<file path="config.mk">
export PLATFORM = sky130hd
export DESIGN_NAME = serial_ge_compare_flat
export DESIGN_NICKNAME = d
export VERILOG_FILES = /design/src/rtl/serial_ge_compare_if.sv /design/src/rtl/serial_ge_compare.sv /design/src/flat_wrapper.sv
export SDC_FILE = /design/constraint.sdc
export NUM_CORES = 1
export LEC_CHECK = 0
export ABC_AREA = 1
export CORE_MARGIN = 1
export CORE_UTILIZATION = 48
export DETAILED_ROUTE_END_ITERATION = 7
export PLACE_DENSITY = 0.8
export SYNTH_ARGS = -nofsm -noshare
export SYNTH_HDL_FRONTEND = slang
export SYNTH_SLANG_ARGS = --single-unit
</file>
<file path="constraint.sdc">
create_clock -name clk -period 2.6 [get_ports clk]
set_input_delay 0.52 -clock clk [delete_from_list [all_inputs] [get_ports clk]]
set_output_delay 0.52 -clock clk [all_outputs]
set_load 0.01 [all_outputs]
</file>
<file path="src/rtl/serial_ge_compare_if.sv">
// rtl/serial_ge_compare_if.sv - request/response bundle for serial_ge_compare
interface serial_ge_compare_if;
   logic        in_valid;
   logic        in_ready;
   logic [63:0] a;
   logic [63:0] b;
   logic [1:0]  op;
   logic        out_valid;
   logic        out_ready;
   logic [63:0] c;

   modport master (
      output in_valid, a, b, op, out_ready,
      input  in_ready, out_valid, c
   );

   modport slave (
      input  in_valid, a, b, op, out_ready,
      output in_ready, out_valid, c
   );
endinterface

</file>
<file path="src/rtl/serial_ge_compare.sv">
// rtl/serial_ge_compare.sv - byte-serial EQ/NE/GE/GEU comparator; SERIAL_CMP_EARLY_EXIT_EN enables early exit
module serial_ge_compare (
   input  logic                 clk,
   input  logic                 rst_n,
   serial_ge_compare_if.slave   bus
);

   typedef enum logic [1:0] {IDLE, SCAN, DONE} state_t;

   state_t      state;
   state_t      state_nxt;
   logic [63:0] a_q;
   logic [63:0] b_q;
   logic [1:0]  op_q;
   logic [2:0]  idx;
   logic        c_q;

   logic [7:0]  byte_a;
   logic [7:0]  byte_b;
   logic        byte_ne;
   logic        byte_gt;
   logic        accept;
   logic        finish;
   logic        res_eq;
   logic        res_gt;
   logic        flag;
   logic [63:0] sign_flip;

`ifndef SERIAL_CMP_EARLY_EXIT_EN
   // First differing byte seen so far; later bytes must not override it.
   logic        found_q;
   logic        gt_q;
`endif

   assign byte_a  = a_q[{idx, 3'b000} +: 8];
   assign byte_b  = b_q[{idx, 3'b000} +: 8];
   assign byte_ne = (byte_a != byte_b);
   assign byte_gt = (byte_a > byte_b);

   // Flipping the sign bit of both operands maps signed order onto unsigned order.
   assign sign_flip = {(bus.op == 2'b10), 63'b0};

   assign bus.in_ready  = (state == IDLE);
   assign bus.out_valid = (state == DONE);
   assign bus.c         = {63'b0, c_q};

   // State register.
   always_ff @(posedge clk or negedge rst_n) begin
      if (!rst_n) begin
         state <= IDLE;
      end else begin
         state <= state_nxt;
      end
   end

   // Next state plus the scan verdict for the byte under the index.
   always_comb begin
      state_nxt = state;
      accept    = 1'b0;
      finish    = 1'b0;
      res_eq    = 1'b0;
      res_gt    = 1'b0;
      case (state)
         IDLE: begin
            if (bus.in_valid) begin
               accept    = 1'b1;
               state_nxt = SCAN;
            end
         end
         SCAN: begin
`ifdef SERIAL_CMP_EARLY_EXIT_EN
            if (byte_ne) begin
               finish = 1'b1;
               res_gt = byte_gt;
            end else if (idx == 3'd0) begin
               finish = 1'b1;
               res_eq = 1'b1;
            end
`else
            if (idx == 3'd0) begin
               finish = 1'b1;
               res_eq = !found_q && !byte_ne;
               res_gt = found_q ? gt_q : byte_gt;
            end
`endif
            if (finish) begin
               state_nxt = DONE;
            end
         end
         DONE: begin
            if (bus.out_ready) begin
               state_nxt = IDLE;
            end
         end
         default: state_nxt = IDLE;
      endcase
   end

   // Map the eq/gt verdict onto the requested relation.
   always_comb begin
      flag = 1'b0;
      case (op_q)
         2'b00:   flag = res_eq;
         2'b01:   flag = !res_eq;
         default: flag = res_gt | res_eq;
      endcase
   end

   // Operand latch, byte index and result flag; c drops back to 0 with out_valid.
   always_ff @(posedge clk or negedge rst_n) begin
      if (!rst_n) begin
         a_q     <= 64'b0;
         b_q     <= 64'b0;
         op_q    <= 2'b00;
         idx     <= 3'd7;
         c_q     <= 1'b0;
`ifndef SERIAL_CMP_EARLY_EXIT_EN
         found_q <= 1'b0;
         gt_q    <= 1'b0;
`endif
      end else begin
         if (accept) begin
            a_q     <= bus.a ^ sign_flip;
            b_q     <= bus.b ^ sign_flip;
            op_q    <= bus.op;
            idx     <= 3'd7;
`ifndef SERIAL_CMP_EARLY_EXIT_EN
            found_q <= 1'b0;
            gt_q    <= 1'b0;
`endif
         end else if (state == SCAN && !finish) begin
            idx <= idx - 3'd1;
`ifndef SERIAL_CMP_EARLY_EXIT_EN
            if (!found_q && byte_ne) begin
               found_q <= 1'b1;
               gt_q    <= byte_gt;
            end
`endif
         end
         if (state == SCAN && finish) begin
            c_q <= flag;
         end else if (state == DONE && bus.out_ready) begin
            c_q <= 1'b0;
         end
      end
   end

endmodule

</file>
<file path="src/flat_wrapper.sv">
// flat-port wrapper written by rule: the top's interface ports become plain ports
module serial_ge_compare_flat 
  (clk, rst_n, bus_in_valid, bus_a, bus_b, bus_op, bus_out_ready, bus_in_ready, bus_out_valid, bus_c);
  serial_ge_compare_if bus_i ();
  input  logic clk;
  input  logic rst_n;
  input wire logic [$bits(bus_i.in_valid)-1:0] bus_in_valid;
  input wire logic [$bits(bus_i.a)-1:0] bus_a;
  input wire logic [$bits(bus_i.b)-1:0] bus_b;
  input wire logic [$bits(bus_i.op)-1:0] bus_op;
  input wire logic [$bits(bus_i.out_ready)-1:0] bus_out_ready;
  output wire logic [$bits(bus_i.in_ready)-1:0] bus_in_ready;
  output wire logic [$bits(bus_i.out_valid)-1:0] bus_out_valid;
  output wire logic [$bits(bus_i.c)-1:0] bus_c;
  assign bus_i.in_valid = bus_in_valid;
  assign bus_i.a = bus_a;
  assign bus_i.b = bus_b;
  assign bus_i.op = bus_op;
  assign bus_i.out_ready = bus_out_ready;
  assign bus_in_ready = bus_i.in_ready;
  assign bus_out_valid = bus_i.out_valid;
  assign bus_c = bus_i.c;
  serial_ge_compare u_core (.clk(clk), .rst_n(rst_n), .bus(bus_i));
endmodule
</file>
==> results of run 1 <==
## state kept, by name, indices dropped and copies added (netlist names)
name and count:
u_core.idx 3, u_core.state 2, u_core.c_q 1, u_core.b_q 64, u_core.found_q 1, u_core.gt_q 1
u_core.a_q 64, u_core.op_q 2
## power by group
part / leakage [uW] / internal, uW / total (uW) / switching (uW)
Combinational: 0.00250 / 1750 / 4450 / 2700
Sequential: 0.00171 / 3180 / 3870 / 690
Clock: 0.000274 / 1420 / 2290 / 867
## critical path, stage by stage, from the launching register on
cell and delay [ns]:
dfstp_2 0.57, inv_2 0.06, buf_4 0.23, o21ai_0 0.19
o22ai_1 0.12, nand2_1 0.09, nand2_1 0.09, ha_1 0.31
nand2_1 0.09, nor2_2 0.06, a21oi_2 0.17, nand3_1 0.10
nand2_1 0.06, nand2_1 0.04, nand2_1 0.05, nand2_1 0.04
## per-stage QoR
stage               power, uW  util [%]
global placement         8070      58.7
global route            11400      62.7
CTS                     10600      62.6
floorplan                6930         -
finish                  10600      62.7
detailed placement       8220      58.7
## cell usage after synthesis
library cell  count  area (sq um)
clkbuf_1         22          82.6
buf_6             2          22.5
o21ai_0          73           365
dfrtp_1         135          3380
nand3_1           4          20.0
nor3_1            1          5.00
nor2_2            1          6.26
buf_4            78           586
inv_2             3          11.3
nand2_1         431          1620
o22ai_1          24           150
o31ai_1           1          7.51
nor2_4            1          11.3
dfstp_2           3          78.8
conb_1            1          3.75
xor2_1            2          17.5
o21ai_1           8          40.0
nor2_1           71           267
a21o_1            1          7.51
inv_1            10          37.5
nand2_4           1          11.3
buf_2            13          65.1
a21oi_1           7          35.0
o221ai_1          8          70.1
ha_1             10           125
## area by class of cell
type,count,area [sq um],area share [%]
multi-input cells,707,3000,33.9
clock buffers,23,458,5.18
clock inverters,9,97.6,1.10
inverters,13,51.3,0.581
repair buffers,149,1550,17.5
well taps,180,225,2.55
flip-flops and latches,138,3460,39.1
## placed cells by master, fill, tap and decap left out, types with 3 or more instances in the layout
cell type and count:
clkdlybuf4s50_1 135, nand2_1 431, dfrtp_1 135, o21ai_1 9, inv_1 10, ha_1 10
o21ai_0 72, a21oi_1 6, nand3_1 4, dfstp_2 3, conb_1 63, buf_12 7
nor2_1 70, clkbuf_1 5, o221ai_1 8, o22ai_1 24, clkinv_2 6, clkbuf_16 17
buf_4 6
## cells by family (layout without fill, tap and decap cells)
family	count (synthesis)	count (layout)
AOI/OAI and AO/OA	122	122
buffers and inverters	128	194
and+or+nand+nor	510	510
other	1	63
xor gates and xnor gates	2	2
adders and majority gates	10	10
DFF	138	138
## worst max-delay path by stage
stage,slack [ns],start,cells after the start,to
after floorplan,0.36,u_core.idx[0],17,u_core.c_q
after global placement,0.23,u_core.idx[0],15,u_core.c_q
after detailed placement,0.15,u_core.idx[0],15,u_core.c_q
after CTS,0.15,u_core.idx[0],15,u_core.c_q
after global routing,0.02,u_core.idx[0],15,u_core.c_q
final,0.19,u_core.idx[0],15,u_core.c_q
## per-layer routing
layer / vias up / track usage, %
li1: 2986 / -
met1: 2842 / 33.1
met2: 256 / 37.1
met3: 32 / 5.90
met4: 0 / 9.22
met5: - / 0
## timing repair
action                                  4_1_cts  5_1_grt
hold buffers                                  0        0
endpoints found under the setup margin        0        2
hold endpoints to repair                      0        0
gates resized for setup                       0        3
==> results.toml, run 1 <==
[grt]
grt_pass1_vias = 5634
track_usage_pct = 24.2
grt_max_degree = 135
antenna_found_initial = 0
grt_pass1_wl_um = 27400
overflow = 0

[place]
pre_cts_ws_ns = 0.152
finalWeightedCongestion = 0.839
dp_hpwl_um = 11700
placedCellCount = 1187
portBuffers = 136
dpl_cell_area_sq_um = 8270

[drt]
drt_iter0_drc = 425
wirelength_um = 17100
m1WireLength_um = 7620
via_per_inst = 5.02
ant_nets = 0
wl_per_cell_um = 14.1
dr_wl_met2_um = 7910
highest_layer = "met4"
drc = 0
vias = 6116
dr.pass1.iters = 5
routed-wl-met3_um = 1240

[cells_and_area]
instances_no_fill = 1219
num-nets-final = 1170
drive_gt1_share_pct = 5.00
n_antenna_cell = 0
fillers = 1224
area_growth_pct = 25.8
final_area_sq_um = 8840

[synth]
synthCells = 911
syn_avg_cell_area_sq_um = 7.71
synth_compound_area_share_pct = 9.62
synthAdderAreaFrac_pct = 1.78
synth_area_sq_um = 7020
synth-simple-area-share_pct = 27.6
synth_top_family_by_area = "simple AND/OR/NAND/NOR gates"
synth.ff_latch_count = 138
muxShareOfSynthArea_pct = 0
ys_warn_count = 0
synth.distinct_cells = 25
ys_seq_area_share_pct = 49.2
synth_xor_area_share_pct = 0.249

[clocking]
cts_max_level = 4
postCtsSetupBuffers = 0
clock-sinks = 138
cts.clk_slew.worst_paths_ns = 0.05
clockBufferDepth = 2
insertion_delay_ns = 0.43
cts_root_buf = "clkbuf_16"
numCtsBuffers = 17
cts_tree = "yes"

[outcome]
status = "finished, final reports clean"

[floorplanning]
initial_core_util_pct = 49.8
io_pins = 200
core_area_sq_um = 14100
die-area_sq_um = 15100
num_rows = 43
die_w_um = 123
die_y_um = 123

[power]
p_per_area_nw_per_um2 = 1200
vdd_ir_drop_max_uv = 742
p_leak_uw = 0.00448

[timing]
worst_clock_skew_ns = 0.00459
fmax_mhz = 415
slew_headroom_pct = 59.4
setup_viol = 0
whs_ns = 0.0877
rsz0062_at_grt = "no"
report.final.slew_viol_count = 0
tns_ns = 0
fin_crit_ns = 2.41
layout_setup_ws_ns = 0.189
finalCritPeriodShare_pct = 92.7
hold_violations = 0
worst_pin_slew_ns = 0.609

[critical_path]
crit_path_end_kind = "flop"
reg2reg_depth = 15
crit_type = "flop to flop"
critPathMaxFanout = 38
r2r-end = "u_core.c_q"
r2r_setup_slack_ns = 0.19
critPathArrivalTime_ns = 2.73
cp.required_ns = 2.92
startpoint_type = "flop"
regToRegStartpoint = "u_core.idx[0]"

[run]
maxCapViolations = 0

[min_path]
worstHoldPathType = "input pin to async pin"
Note: power is estimated with default switching activity, not from simulation.
==> inputs of run 2 (changes only) <==
Settings changed: REMOVE_ABC_BUFFERS from default to 1.
==> results.toml, run 2 (same netlist as run 1, synthesis figures left out) <==
[place]
dpl_cell_area_sq_um = 8250
portBuffers = 136
dp_hpwl_um = 11200
finalWeightedCongestion = 0.807

[floorplanning]
die_w_um = 123
die_y_um = 123
io_pins = 200
initial_core_util_pct = 49.8
num_rows = 43
die-area_sq_um = 15100
core_area_sq_um = 14100

[timing]
worst_clock_skew_ns = 0.00842
tns_ns = 0
whs_ns = 0.0842
hold_violations = 0
setup_viol = 0
finalCritPeriodShare_pct = 92.0
worst_pin_slew_ns = 0.596
report.final.slew_viol_count = 0
fin_crit_ns = 2.39
slew_headroom_pct = 60.3
fmax_mhz = 418

[drt]
via_per_inst = 4.93
wirelength_um = 16600
wl_per_cell_um = 13.6
ant_nets = 0
vias = 6018
drt_iter0_drc = 519
drc = 0
dr.pass1.iters = 5

[clocking]
numCtsBuffers = 17
postCtsSetupBuffers = 0
insertion_delay_ns = 0.42
cts.clk_slew.worst_paths_ns = 0.06
cts_tree = "yes"
cts_max_level = 4
cts_root_buf = "clkbuf_16"
clock-sinks = 138
clockBufferDepth = 2

[critical_path]
crit_type = "flop to flop"
slowest_delay_ns = 0.56
crit_chain = "inv_2 > buf_4 > o21ai_1 > o22ai_1 > o21ai_0 > ha_1 > nand2_1 > nor2_1 > a21oi_2 > nand3_1 > nand2_1 > nand2_1 > nand2_1 > nand2_1"
crit_family = "compound AO/OA/AOI/OAI gates"
cp.required_ns = 2.91
critPathArrivalTime_ns = 2.70
crit_path_frequent_cell = "nand2_1"
crit_buf_inv = 2
crit_path_end_kind = "flop"
startpoint_type = "flop"
critPathMaxFanout = 46
crit_slowest_cell = "dfstp_2"

[min_path]
worstHoldPathType = "input pin to async pin"

[power]
power_uw = 10900
p_per_area_nw_per_um2 = 1220
p_leak_uw = 0.00454
vdd_ir_drop_max_uv = 626

[cells_and_area]
final_common_cell = "nand2_1"
n_antenna_cell = 0
final_cell_mix = "nand2_1 (431), clkdlybuf4s50_1 (135), dfrtp_1 (135)"
utilization_pct = 63.4
fillers = 1193
num-nets-final = 1172
drive_gt1_share_pct = 5.57
area_growth_pct = 27.4
reg_top3 = "u_core.a_q: 64 flops, u_core.b_q: 64 flops, u_core.idx: 3 flops"
final_area_sq_um = 8940

[grt]
overflow = 0
grt_pass1_vias = 5686
track_usage_pct = 23.7
grt_max_degree = 135
grt_pass1_wl_um = 27400
antenna_found_initial = 0

[run]
maxCapViolations = 0

[outcome]
status = "finished, final reports clean"
[run 2: cell count changes in the layout (fill, tap and decap cells not counted), sizes merged]
cell / change
clkinv: -3
buf: +2
clkbuf: -3
clkinvlp: +2
bufinv: +4
[run 2: path summary, 6_finish.rpt]
path                           startpoint  slack (ns)              to  depth (start not counted)
min                                 rst_n        0.08  u_core.a_q[49]                          1
min reg2reg                u_core.a_q[46]        0.47  u_core.a_q[46]                          2
max in group asynchronous           rst_n        1.81   u_core.idx[0]                          2
max                         u_core.idx[0]        0.21      u_core.c_q                         14
min in group clk           u_core.a_q[46]        0.47  u_core.a_q[46]                          2
max reg2reg                 u_core.idx[0]        0.21      u_core.c_q                         14
[run 2: where the power goes]
group / leakage [uW] / total [uW] / internal, uW / switching [uW]
Clock: 0.000328 / 2780 / 1870 / 907
Sequential: 0.00171 / 3860 / 3180 / 682
Combinational: 0.00250 / 4280 / 1710 / 2570
[run 2: metal layers]
layer  track usage (%)  vias up  routed length [um]
met4              7.16        0                 241
met2              37.2      233                7650
met5                 0        -                   0
met1              33.2     2781                7630
met3              4.84       21                1070
li1                  -     2983                   -
[run 2: final cells by class]
class	count	area [sq um]	share of cell area, %
sequential	138	3460	38.7
tap	180	225	2.52
timing repair buffer	151	1530	17.1
clock inverter	12	218	2.43
clock buffer	20	467	5.22
multi-input combinational	707	3000	33.5
inverter	13	51.3	0.574
[run 2: metrics by stage]
step                      setup WS, ns  std cells
after floorplan                 -0.316        858
after global placement           0.226       1189
after detailed placement         0.127       1189
after CTS                        0.112       1221
after global routing           -0.0211       1221
final                            0.208       1221
[run 2: worst register-to-register path, stage by stage (launching register included)]
cell and delay [ns]:
dfstp_2 0.56, inv_2 0.04, buf_4 0.24, o21ai_1 0.20, o22ai_1 0.08, o21ai_0 0.21
ha_1 0.27, nand2_1 0.10, nor2_1 0.09, a21oi_2 0.19, nand3_1 0.10, nand2_1 0.07
nand2_1 0.05, nand2_1 0.05, nand2_1 0.04
[run 2: repair_timing]
action                                  CTS  global route
hold endpoints to repair                  0             0
gates resized for setup                   0             4
hold buffers                              0             0
endpoints found under the setup margin    0             3
